--- src/rtl/lms_err_ctrl.sv ---
// Error/sequencing controller wrapped around a 16-order LMS filter.
// It takes one {xin, din} pair, runs one filter iteration, and returns the saturated error.
module lms_err_ctrl #(
   parameter int X_W      = 16,
   parameter int Y_W      = 16,
   parameter int E_W      = 16,
   parameter int MU_SHIFT = 4,
   parameter int TIMEOUT  = 64
) (
   input  logic                  clk,
   input  logic                  rst,
   input  logic                  s_valid,
   output logic                  s_ready,
   input  logic signed [X_W-1:0] xin_s,
   input  logic signed [Y_W-1:0] din_s,
   input  logic                  adapt_en,
   output logic                  f_en,
   output logic signed [X_W-1:0] f_xin,
   output logic signed [E_W-1:0] f_err,
   input  logic                  f_update,
   input  logic signed [Y_W-1:0] f_yout,
   output logic                  m_valid,
   output logic signed [Y_W-1:0] m_yout,
   output logic signed [E_W-1:0] m_err,
   output logic [15:0]           sample_cnt,
   output logic [15:0]           sat_cnt,
   output logic                  timeout,
   output logic [2:0]            dbg_state_o
);

   typedef enum logic [2:0] {S_IDLE, S_START, S_WAIT, S_CALC, S_OUT} state_t;

   localparam int TW = (TIMEOUT > 1) ? $clog2(TIMEOUT) : 1;
   localparam int CW = (E_W > Y_W + 1) ? E_W : Y_W + 1;
   localparam logic signed [E_W-1:0] E_MAX = {1'b0, {(E_W-1){1'b1}}};
   localparam logic signed [E_W-1:0] E_MIN = {1'b1, {(E_W-1){1'b0}}};

   state_t                state_q, state_d;
   logic signed [X_W-1:0] x_q, x_d;
   logic signed [Y_W-1:0] d_q, d_d, y_q, y_d, m_yout_q, m_yout_d;
   logic signed [E_W-1:0] err_q, err_d, f_err_q, f_err_d, m_err_q, m_err_d;
   logic [15:0]           scnt_q, scnt_d, satc_q, satc_d;
   logic                  to_q, to_d;
   logic [TW-1:0]         wait_q, wait_d;
   logic signed [Y_W:0]   e_raw, e_shift;

   // Compare in a width wide enough for both the raw error and the E_W limits.
   function automatic logic is_sat(input logic signed [Y_W:0] v);
      logic signed [CW-1:0] vw;
      vw = CW'(v);
      return (vw > CW'(E_MAX)) || (vw < CW'(E_MIN));
   endfunction

   function automatic logic signed [E_W-1:0] sat_e(input logic signed [Y_W:0] v);
      logic signed [CW-1:0] vw;
      vw = CW'(v);
      if (vw > CW'(E_MAX))      return E_MAX;
      else if (vw < CW'(E_MIN)) return E_MIN;
      else                      return E_W'(vw);
   endfunction

   assign e_raw   = $signed({d_q[Y_W-1], d_q}) - $signed({y_q[Y_W-1], y_q});
   assign e_shift = e_raw >>> MU_SHIFT;

   always_ff @(posedge clk) begin
      if (rst) begin
         state_q  <= S_IDLE;
         x_q      <= '0;
         d_q      <= '0;
         y_q      <= '0;
         err_q    <= '0;
         f_err_q  <= '0;
         m_yout_q <= '0;
         m_err_q  <= '0;
         scnt_q   <= '0;
         satc_q   <= '0;
         to_q     <= 1'b0;
         wait_q   <= '0;
      end else begin
         state_q  <= state_d;
         x_q      <= x_d;
         d_q      <= d_d;
         y_q      <= y_d;
         err_q    <= err_d;
         f_err_q  <= f_err_d;
         m_yout_q <= m_yout_d;
         m_err_q  <= m_err_d;
         scnt_q   <= scnt_d;
         satc_q   <= satc_d;
         to_q     <= to_d;
         wait_q   <= wait_d;
      end
   end

   always_comb begin
      state_d  = state_q;
      x_d      = x_q;
      d_d      = d_q;
      y_d      = y_q;
      err_d    = err_q;
      f_err_d  = f_err_q;
      m_yout_d = m_yout_q;
      m_err_d  = m_err_q;
      scnt_d   = scnt_q;
      satc_d   = satc_q;
      to_d     = to_q;
      wait_d   = wait_q;
      case (state_q)
         S_IDLE: begin
            if (s_valid) begin
               x_d     = xin_s;
               d_d     = din_s;
               state_d = S_START;
            end
         end
         S_START: begin
            // Latch the value shown during START so f_err stays put until CALC.
            f_err_d = adapt_en ? err_q : '0;
            wait_d  = '0;
            state_d = S_WAIT;
         end
         S_WAIT: begin
            if (f_update) begin
               y_d     = f_yout;
               state_d = S_CALC;
            end else if (wait_q == TW'(TIMEOUT - 1)) begin
               to_d    = 1'b1;
               state_d = S_IDLE;
            end else begin
               wait_d = wait_q + 1'b1;
            end
         end
         S_CALC: begin
            m_yout_d = y_q;
            m_err_d  = sat_e(e_raw);
            err_d    = sat_e(e_shift);
            if (is_sat(e_raw) && (satc_q != 16'hFFFF)) satc_d = satc_q + 16'd1;
            state_d  = S_OUT;
         end
         S_OUT: begin
            scnt_d  = scnt_q + 16'd1;
            state_d = S_IDLE;
         end
         default: state_d = S_IDLE;
      endcase
   end

   assign s_ready     = (state_q == S_IDLE);
   assign f_en        = (state_q == S_START);
   assign m_valid     = (state_q == S_OUT);
   assign f_xin       = x_q;
   assign f_err       = (state_q == S_START) ? (adapt_en ? err_q : '0) : f_err_q;
   assign m_yout      = m_yout_q;
   assign m_err       = m_err_q;
   assign sample_cnt  = scnt_q;
   assign sat_cnt     = satc_q;
   assign timeout     = to_q;
   assign dbg_state_o = state_q;

endmodule
--- config.mk ---
export PLATFORM = sky130hd
export DESIGN_NAME = lms_err_ctrl
export DESIGN_NICKNAME = d
export VERILOG_FILES = /design/src/rtl/lms_err_ctrl.sv
export SDC_FILE = /design/constraint.sdc
export NUM_CORES = 1
export LEC_CHECK = 0
export BUFFER_PORTS_ARGS = -buffer_cell sky130_fd_sc_hd__buf_4
export CAP_MARGIN = 10
export CORE_ASPECT_RATIO = 0.8
export CORE_MARGIN = 3
export CORE_UTILIZATION = 45
export CTS_CLUSTER_DIAMETER = 30
export CTS_CLUSTER_SIZE = 8
export DETAILED_ROUTE_END_ITERATION = 6
export HOLD_SLACK_MARGIN = 0.12
export PLACE_DENSITY = 0.69
export SETUP_SLACK_MARGIN = 0.05
export SLEW_MARGIN = 20
export SYNTH_ARGS = -nofsm -noshare
export SYNTH_HDL_FRONTEND = slang
export SYNTH_SLANG_ARGS = --single-unit
--- constraint.sdc ---
create_clock -name clk -period 3.8 [get_ports clk]
set_clock_uncertainty 0.2 [all_clocks]
set_input_delay 0 -clock clk [delete_from_list [all_inputs] [get_ports clk]]
set_output_delay 0 -clock clk [all_outputs]
set_load 0.01 [all_outputs]
==> flow_summary.ini, run 1 <==
[routing]
avgRoutedWirePerCell_um = 14.8
post_drt_via_cell_ratio = 5.17
initialDrtViolationCount = 359
drt-total-wl_um = 19000
detail_route.first_pass.iterations = 5
detailroute.via_count = 6642
final_antenna_net_count = 0
detail_route.drc_violations = 0

[setup_path]
cp.required_ns = 3.95
crit_family = compound AO/OA/AOI/OAI gates
element_type_at_the_critical_path_end = register
regToRegSetupSlack_ns = 0.44
cp_cell_sequence = inv_1, ha_1, a21o_1, a21o_1, a221o_1, a21boi_1, o21ai_1, a21bo_4, or4_1, a21oi_1
crit_top_cell = sky130_fd_sc_hd__a21o_1
crit_type = register to register
critical_path_cell_count = 10
timing.critical_path.slowest_cell_delay_ns = 0.41
worstSetupStartpointType = register
crit_path_max_fanout = 9
timing.critical_path.buf_inv = 1
worstPathArrival_ns = 3.51
crit_path_top_delay_cell = sky130_fd_sc_hd__a221o_1
rr_worst_depth = 10

[yosys]
async_reset_ff_frac = 0
ys_seq_elements = 152
yosys_most_used_dff = sky130_fd_sc_hd__dfxtp_1
synthesis.nets = 914
syn_area_sq_um = 6730
syn_avg_cell_area_sq_um = 8.01
yosysSeqAreaShare = 0.452
yosys.cell_types.count = 55
synth_cells = 841
post_synth_edffs = 0
synthesis.yosys.warnings = 0

[floorplanning]
die_width_um = 143
io_pins = 156
placement_rows = 39
design.die.area_sq_um = 16500
die_y_um = 115
effective_utilization_at_floorplan = 0.466
core-area_sq_um = 14400

[clocking]
cts_htree_levels = 4
cts-buffers-inserted = 17
post_cts_resized = 0
hold_buffers = 111
numClockSinks = 152
worstSkewPairLatency_ns = 0.42
cts_max_path_buffers = 2
postCtsSetupRepairBufs = 0
cts.clk_slew.worst_paths_ns = 0.06
cts_tree = done
cts.root.buffer_cell = sky130_fd_sc_hd__clkbuf_16

[placed_design]
placement.io_buffers = 155
gpl.final_weighted_congestion = 0.895
cell_area_reported_after_detailed_placement_sq_um = 8010
dpl.hpwl_um = 12100

[hold_path]
hold_class = input pin to register
whs_path_depth = 4

[finish]
drive_above_1_share = 0.189
final_nets = 1161
multi_input_comb_area_sq_um = 3410
layout.filler_cells = 1189
antenna_cells = 0
flow.area_growth_from_synthesis_pct = 44.3
layout.cell_area.non_filler_sq_um = 9720
register_area_sq_um = 3040

[global_route]
via_count_of_the_first_global_routing_pass = 6350
grt_first_pass_wirelength_um = 31100
grt_max_degree = 94
groute.usage.overall = 0.234
grt_antenna_before_repair = 0
gr-total-overflow = 0

[power]
ir_worst_vdd_mv = 0.310
static-leakage-power_uw = 0.00407
powerDensity_nw_per_um2 = 421

[sta]
clock.fmax_mhz = 297
final.min_clock_period_ns = 3.36
final_max_slew_viol_count = 0
maxSlewHeadroom = 0.360
unrepaired_setup_endpoints_after_global_routing = false
period_utilization = 0.885
hold_viol = 0
setup_viol = 0
slew_at_the_pin_closest_to_its_max_slew_limit_ns = 0.959
whs_ns = 0.174
totalNegativeSetupSlack_ns = 0

[run]
maxCapViolCount = 0

[status]
status = completed
[per-stage QoR]
step	worst slack, ns	util	std cells	total power [uW]
2_1_floorplan	0.770	-	841	2120
3_3_place_gp	0.622	0.555	1142	2300
3_5_place_dp	0.527	0.555	1142	2310
4_1_cts	0.473	0.673	1285	4100
5_1_grt	0.263	0.673	1285	4250
6_report	0.437	0.673	1285	4090
[worst register-to-register path: stages (launching register included)]
cell	delay, ns
sky130_fd_sc_hd__dfxtp_1	0.36
sky130_fd_sc_hd__inv_1	0.06
sky130_fd_sc_hd__ha_1	0.34
sky130_fd_sc_hd__a21o_1	0.23
sky130_fd_sc_hd__a21o_1	0.20
sky130_fd_sc_hd__a221o_1	0.41
sky130_fd_sc_hd__a21boi_1	0.33
sky130_fd_sc_hd__o21ai_1	0.29
sky130_fd_sc_hd__a21bo_4	0.33
sky130_fd_sc_hd__or4_1	0.40
sky130_fd_sc_hd__a21oi_1	0.14
[cells in the mapped netlist, drive strengths merged (3+ instances only)]
cell	n	area, sq um
and4	3	26.3
and2	4	25.0
mux2i	3	30.0
mux2	4	45.0
buf	4	26.3
a21o	11	82.6
nand2	197	739
nor2b	10	62.6
nand4	8	50.1
inv	22	82.6
o21ai	23	119
a211oi	16	120
clkbuf	45	169
xor2	14	123
nand3b	4	30.0
and3	14	87.6
maj3	3	30.0
dfxtp	152	3040
xnor2	24	210
nand3	32	160
o21a	4	30.0
ha	19	238
nor2	59	221
nor3	4	25.0
or3	8	55.1
a21oi	127	639
[layer usage]
metal | vias up | share of wire | GRT usage | routed length [um]
li1 | 3349 | - | - | -
met1 | 3046 | 0.46 | 0.309 | 8720
met2 | 212 | 0.45 | 0.373 | 8530
met5 | - | 0 | 0 | 0
met3 | 35 | 0.068 | 0.0599 | 1280
met4 | 0 | 0.024 | 0.0817 | 451
[logic make-up (layout without fill, tap and decap cells)]
logic type               Yosys count  count (layout)  share of synthesized area
multiplexers                       7               7                     0.0112
AO/OA/AOI/OAI                    200             200                      0.176
buffers and inverters             72             332                     0.0418
XOR/XNOR                          38              38                     0.0494
adder cells (fa/ha/maj)           23              23                     0.0427
flip-flops                       152             152                      0.452
AND/OR/NAND/NOR                  349             349                      0.227
[placed cells by master, fill, tap and decap left out, drive strengths merged, types with 22 or more instances in the layout]
cell,n
dlygate4sd3,111
dfxtp,152
nand2,197
buf,166
clkbuf,23
inv,22
nor2,59
a21oi,127
nand3,32
o21ai,23
xnor2,24
[final timing paths]
path,endpoint,startpoint
max reg2reg,sat_cnt[6]$_SDFFE_PP0P_,y_q[4]$_SDFFE_PP0P_
min reg2reg,err_q[9]$_SDFFE_PP0P_,err_q[9]$_SDFFE_PP0P_
min,y_q[14]$_SDFFE_PP0P_,f_yout[14]
max,sat_cnt[6]$_SDFFE_PP0P_,y_q[4]$_SDFFE_PP0P_
[registers in the layout, summed over array words and instances, names as in the netlist]
register,count
f_err_q,16
err_q,14
timeout,1
dbg_state_o,3
y_q,16
f_xin,16
d_q,16
wait_q,6
m_yout,16
sample_cnt,16
m_err,16
sat_cnt,16
[area by class of cell]
| type | count | area share |
|---|---|---|
| repair buffers | 277 | 0.243 |
| clock inverters | 9 | 0.0126 |
| clock buffers | 23 | 0.0482 |
| well taps | 184 | 0.0237 |
| inverters | 23 | 0.00889 |
| flip-flops and latches | 152 | 0.313 |
| multi-input cells | 617 | 0.351 |
[where the power goes]
group | switching [uW] | internal (uW) | total [uW] | leakage [uW]
clock | 643 | 1060 | 1700 | 0.000291
combinational | 403 | 327 | 730 | 0.00255
sequential | 24.1 | 1630 | 1650 | 0.00123
Note: power is estimated with default switching activity, not from simulation.
==> run 2: changes to the inputs <==
- RECOVER_POWER: unset -> 100
==> run 2 against run 1 <==
Clock-buffer cell count stayed put. Routed wire length hardly changed. Largest cell class unchanged. Sequential power hardly changed. Largest power group unchanged. The run now ends with capacitance limit, slew limit left.
==> flow_summary.ini, run 2 (synthesized netlist as in run 1, its figures left out) <==
[status]
status = finished with violations
failed_checks = capacitance limit, slew limit

[setup_path]
cp.required_ns = 3.93
worstPathArrival_ns = 3.52
crit_path_max_fanout = 9
element_type_at_the_critical_path_end = register
crit_type = register to register
crit-reg2reg-launch = y_q[4]$_SDFFE_PP0P_
startpoint = y_q[4]$_SDFFE_PP0P_
worstSetupStartpointType = register

[placed_design]
gpl.final_weighted_congestion = 0.895
dpl.hpwl_um = 12100
placement.io_buffers = 155
place_inst = 1142

[hold_path]
holdCritStartpoint = f_yout[14]
hold_class = input pin to register

[routing]
final_antenna_net_count = 0
avgRoutedWirePerCell_um = 14.8
initialDrtViolationCount = 358
detail_route.first_pass.iterations = 5
drt-total-wl_um = 19000
detail_route.drc_violations = 0
post_drt_via_cell_ratio = 5.19
detailroute.via_count = 6663

[floorplanning]
io_pins = 156
placement_rows = 39
die_y_um = 115
design.die.area_sq_um = 16500
die_width_um = 143
effective_utilization_at_floorplan = 0.466
core-area_sq_um = 14400

[power]
ir_worst_vdd_mv = 0.309
report.power.total_uw = 4060
powerDensity_nw_per_um2 = 437
static-leakage-power_uw = 0.00361

[clocking]
cts.root.buffer_cell = sky130_fd_sc_hd__clkbuf_16
post_cts_resized = 0
cts_tree = done
postCtsSetupRepairBufs = 0
cts.clk_slew.worst_paths_ns = 0.06
worstSkewPairLatency_ns = 0.42
cts-buffers-inserted = 17
numClockSinks = 152
cts_htree_levels = 4
hold_buffers = 111
cts_max_path_buffers = 2

[finish]
fin_cells = 1285
drive_above_1_share = 0.0899
final_nets = 1161
layout_commonest_cell = sky130_fd_sc_hd__nand2_1
register_area_sq_um = 3040
multi_input_comb_area_sq_um = 3400
antenna_cells = 0
layout.cells.most_common_list = 197 x sky130_fd_sc_hd__nand2_1, 152 x sky130_fd_sc_hd__dfxtp_1, 126 x sky130_fd_sc_hd__a21oi_1
flow.area_growth_from_synthesis_pct = 38.2
layout.filler_cells = 1315

[sta]
final_max_slew_viol_count = 137
slew_at_the_pin_closest_to_its_max_slew_limit_ns = 1.94
final.min_clock_period_ns = 3.39
hold_viol = 0
totalNegativeSetupSlack_ns = 0
unrepaired_setup_endpoints_after_global_routing = false
clock.fmax_mhz = 295
setup_viol = 0
period_utilization = 0.891
maxSlewHeadroom = -0.294

[global_route]
gr-total-overflow = 0
grt_max_degree = 94
grt_first_pass_wirelength_um = 31100
via_count_of_the_first_global_routing_pass = 6350
groute.usage.overall = 0.234
grt_antenna_before_repair = 0

[run]
maxCapViolCount = 2
==> run 2: cell types whose count changed in the layout (fill, tap and decap cells not counted), sizes merged <==
cell	previous run	this run
clkbuf	23	132
buf	166	57
==> run 2: metal layers <==
layer / global-route usage / routed length (um) / vias to the layer above
met2: 0.373 / 8530 / 197
met5: 0 / 0 / -
met3: 0.0599 / 1260 / 35
li1: - / - / 3347
met1: 0.309 / 8750 / 3084
met4: 0.0817 / 451 / 0
==> run 2: worst max-delay path: stages, from the launching register on <==
cell,delay [ns]
sky130_fd_sc_hd__dfxtp_1,0.37
sky130_fd_sc_hd__inv_1,0.06
sky130_fd_sc_hd__ha_1,0.34
sky130_fd_sc_hd__a21o_1,0.23
sky130_fd_sc_hd__a21o_1,0.20
sky130_fd_sc_hd__a221o_1,0.41
sky130_fd_sc_hd__a21boi_1,0.32
sky130_fd_sc_hd__o21ai_1,0.29
sky130_fd_sc_hd__a21bo_4,0.33
sky130_fd_sc_hd__or4_1,0.40
sky130_fd_sc_hd__a21oi_1,0.15
==> run 2: path summary, 6_finish.rpt <==
path                                           endpoint  slack [ns]  cells after the start
worst max-delay path            sat_cnt[6]$_SDFFE_PP0P_        0.41                     10
worst min register to register    err_q[9]$_SDFFE_PP0P_        0.26                      2
worst max register to register  sat_cnt[6]$_SDFFE_PP0P_        0.41                     10
worst min-delay path               y_q[14]$_SDFFE_PP0P_        0.18                      4
==> run 2: metrics by stage <==
step | util | worst slack [ns] | hold slack (ns) | instance area [sq um]
final | 0.644 | 0.413 | 0.177 | 9300
after global routing | 0.644 | 0.238 | 0.201 | 9300
after CTS | 0.673 | 0.473 | 0.156 | 9720
after detailed placement | 0.555 | 0.527 | 0.0575 | 8010
after global placement | 0.555 | 0.622 | 0.0496 | 8010
after floorplan | - | 0.770 | -0.0640 | 6730
==> run 2: report_power, final <==
group | total (uW) | internal, uW | switching, uW | leakage [uW]
Clock | 1700 | 1060 | 641 | 0.000291
Sequential | 1650 | 1630 | 23.8 | 0.00123
Combinational | 705 | 304 | 401 | 0.00209
Total | 4060 | 2990 | 1070 | 0.00361
==> run 2: area by class of cell <==
class                      count  share of cell area
multi-input combinational    617               0.366
clock buffer                  23              0.0503
sequential                   152               0.327
tap                          184              0.0248
clock inverter                 9              0.0132
inverter                      23             0.00928
timing repair buffer         277               0.210
==> run 3: changes to the inputs <==
- BUFFER_PORTS_ARGS: -buffer_cell sky130_fd_sc_hd__buf_4 -> -buffer_cell sky130_fd_sc_hd__buf_2
- CORE_UTILIZATION: 45 -> 54
- PLACE_DENSITY: 0.69 -> unset
- PLACE_DENSITY_LB_ADDON: unset -> 0.08
==> run 3 against run 2 <==
The run still ends with capacitance limit, slew limit left. Sequential share of layout area grew 0.50 points. Cell count shrank 2.9%. Final area shrank 1.5%. Via count grew 3.3%. Maximum frequency shrank 2.3%. Worst setup slack lost 0.081 ns. Highest routed layer unchanged. Total power grew 2.1%. Sequential power is essentially flat. Non-clock buffer count is the same. Clock-buffer cell count shrank 3.
==> flow_summary.ini, run 3 (synthesized netlist as in run 1, its figures left out) <==
[finish]
antenna_cells = 0
register_area_sq_um = 3040
flow.area_growth_from_synthesis_pct = 36.1
layout_commonest_cell = sky130_fd_sc_hd__nand2_1
final_nets = 1161
layout.cells.most_common_list = 197 x sky130_fd_sc_hd__nand2_1, 152 x sky130_fd_sc_hd__dfxtp_1, 126 x sky130_fd_sc_hd__a21oi_1
drive_above_1_share = 0.0891
multi_input_comb_area_sq_um = 3400
post-route-util = 0.775
layout.filler_cells = 849
fin_cells = 1248

[clocking]
cts.clk_slew.worst_paths_ns = 0.06
worstSkewPairLatency_ns = 0.42
cts-buffers-inserted = 17
cts_htree_levels = 4
cts_tree = done
cts_max_path_buffers = 2
cts.root.buffer_cell = sky130_fd_sc_hd__clkbuf_16
postCtsSetupRepairBufs = 0
numClockSinks = 152

[power]
pwr-share-comb = 0.169
ir_worst_vdd_mv = 0.390
share_seq_of_total_power = 0.399
powerDensity_nw_per_um2 = 453
clock_power_share = 0.433
static-leakage-power_uw = 0.00351
switching_share = 0.269
power_report.internal_total_uw = 3030
net-switching-power_uw = 1110

[sta]
maxSlewHeadroom = -0.280
final.min_clock_period_ns = 3.47
final_critical_path_setup_slack_ns = 0.331
unrepaired_setup_endpoints_after_global_routing = false
final_max_slew_viol_count = 43
setup_viol = 0
totalNegativeSetupSlack_ns = 0
hold_viol = 0
clock.fmax_mhz = 288
slew_at_the_pin_closest_to_its_max_slew_limit_ns = 1.92
period_utilization = 0.913
whs_ns = 0.203

[setup_path]
timing.critical_path.to = f_xin[7]$_SDFFE_PP0P_
cp.required_ns = 3.96
regToRegSetupSlack_ns = 0.33
crit_path_max_fanout = 32
element_type_at_the_critical_path_end = register
reg2reg_to = f_xin[7]$_SDFFE_PP0P_
worstSetupStartpointType = register
crit-reg2reg-launch = dbg_state_o[2]$_SDFFE_PP0P_
crit_type = register to register
rr_worst_depth = 7
worstPathArrival_ns = 3.63
startpoint = dbg_state_o[2]$_SDFFE_PP0P_

[placed_design]
placement.io_buffers = 155
post-place-ws_ns = 0.525
place_inst = 1103
gpl.final_weighted_congestion = 0.891
dpl.hpwl_um = 11800

[status]
status = finished with violations
failed_checks = capacitance limit, slew limit

[hold_path]
hold_class = input pin to register

[routing]
top_layer_used = met4
post_drt_via_cell_ratio = 5.52
avgRoutedWirePerCell_um = 16.1
detailroute.via_count = 6885
detail_route.drc_violations = 0
final_antenna_net_count = 0
initialDrtViolationCount = 498
detail_route.first_pass.iterations = 6
detail_route.wirelength.met1_um = 8520
routed_wl_met2_um = 9590
drt-total-wl_um = 20100
dr_wl_met3_um = 1340

[run]
maxCapViolCount = 1

[floorplanning]
effective_utilization_at_floorplan = 0.569
core-area_sq_um = 11800
design.die.area_sq_um = 13900
io_pins = 156
placement_rows = 35
die_y_um = 106
die_width_um = 131

[global_route]
grt_antenna_before_repair = 0
via_count_of_the_first_global_routing_pass = 6758
groute.usage.overall = 0.292
gr-total-overflow = 0
grt_first_pass_wirelength_um = 32400
grt_max_degree = 98
-- run 3: cell count changes in the layout (fill, tap and decap cells not counted), moves of 2 or more --
cell / previous run / this run
sky130_fd_sc_hd__buf_2: 0 / 51
sky130_fd_sc_hd__clkinv_2: 5 / 3
sky130_fd_sc_hd__inv_6: 0 / 3
sky130_fd_sc_hd__buf_4: 57 / 5
sky130_fd_sc_hd__clkbuf_1: 111 / 108
sky130_fd_sc_hd__dlygate4sd3_1: 111 / 114
-- run 3: how the worst min path moves through the flow --
stage                         start               endpoint  slack, ns  cells past startpoint
after floorplan            din_s[0]    d_q[0]$_SDFFE_PP0P_      -0.06                      2
after global placement     xin_s[3]  f_xin[3]$_SDFFE_PP0P_       0.04                      3
after detailed placement   din_s[4]    d_q[4]$_SDFFE_PP0P_       0.05                      3
after CTS                 f_yout[1]    y_q[1]$_SDFFE_PP0P_       0.18                      4
after global routing      f_yout[0]    y_q[0]$_SDFFE_PP0P_       0.20                      4
final                     f_yout[1]    y_q[1]$_SDFFE_PP0P_       0.20                      4
-- run 3: worst max-delay path, stage by stage, from the launching register on --
cell	delay [ns]
sky130_fd_sc_hd__dfxtp_1	0.39
sky130_fd_sc_hd__nor3_1	0.57
sky130_fd_sc_hd__and2_0	0.20
sky130_fd_sc_hd__clkbuf_2	0.54
sky130_fd_sc_hd__nand2_1	0.17
sky130_fd_sc_hd__dlygate4sd3_1	0.61
sky130_fd_sc_hd__a21oi_1	0.14
sky130_fd_sc_hd__dlygate4sd3_1	0.58
-- run 3: metrics by stage --
| stage | instance area (sq um) | power, uW |
|---|---|---|
| 2_1_floorplan | 6730 | 2120 |
| 3_3_place_gp | 7560 | 2270 |
| 3_5_place_dp | 7560 | 2280 |
| 4_1_cts | 9320 | 4150 |
| 5_1_grt | 9160 | 4300 |
| 6_report | 9160 | 4150 |
-- run 3: repair_timing --
item	CTS	global route
resized for setup	0	0
endpoints found under the setup margin	0	0
hold buffers	114	0
hold endpoints to repair	112	0
-- run 3: power by group through the flow --
stage	logic [uW]	registers [uW]	clock network, uW
after floorplan	428	1690	0
after global placement	584	1680	0
after detailed placement	596	1690	0
after CTS	695	1650	1800
after global routing	770	1660	1880
final	699	1650	1790
-- run 3: cell type report --
class                   instances  area share
clock inverters                11      0.0184
clock buffers                  20      0.0488
repair buffers                277       0.200
flip-flops and latches        152       0.332
inverters                      23     0.00942
well taps                     148      0.0202
multi-input cells             617       0.371
-- run 3: routing by layer --
metal | vias up | global-route usage
met1 | 3219 | 0.354
met5 | - | 0
met3 | 60 | 0.0699
met2 | 271 | 0.488
met4 | 0 | 0.129
li1 | 3335 | -
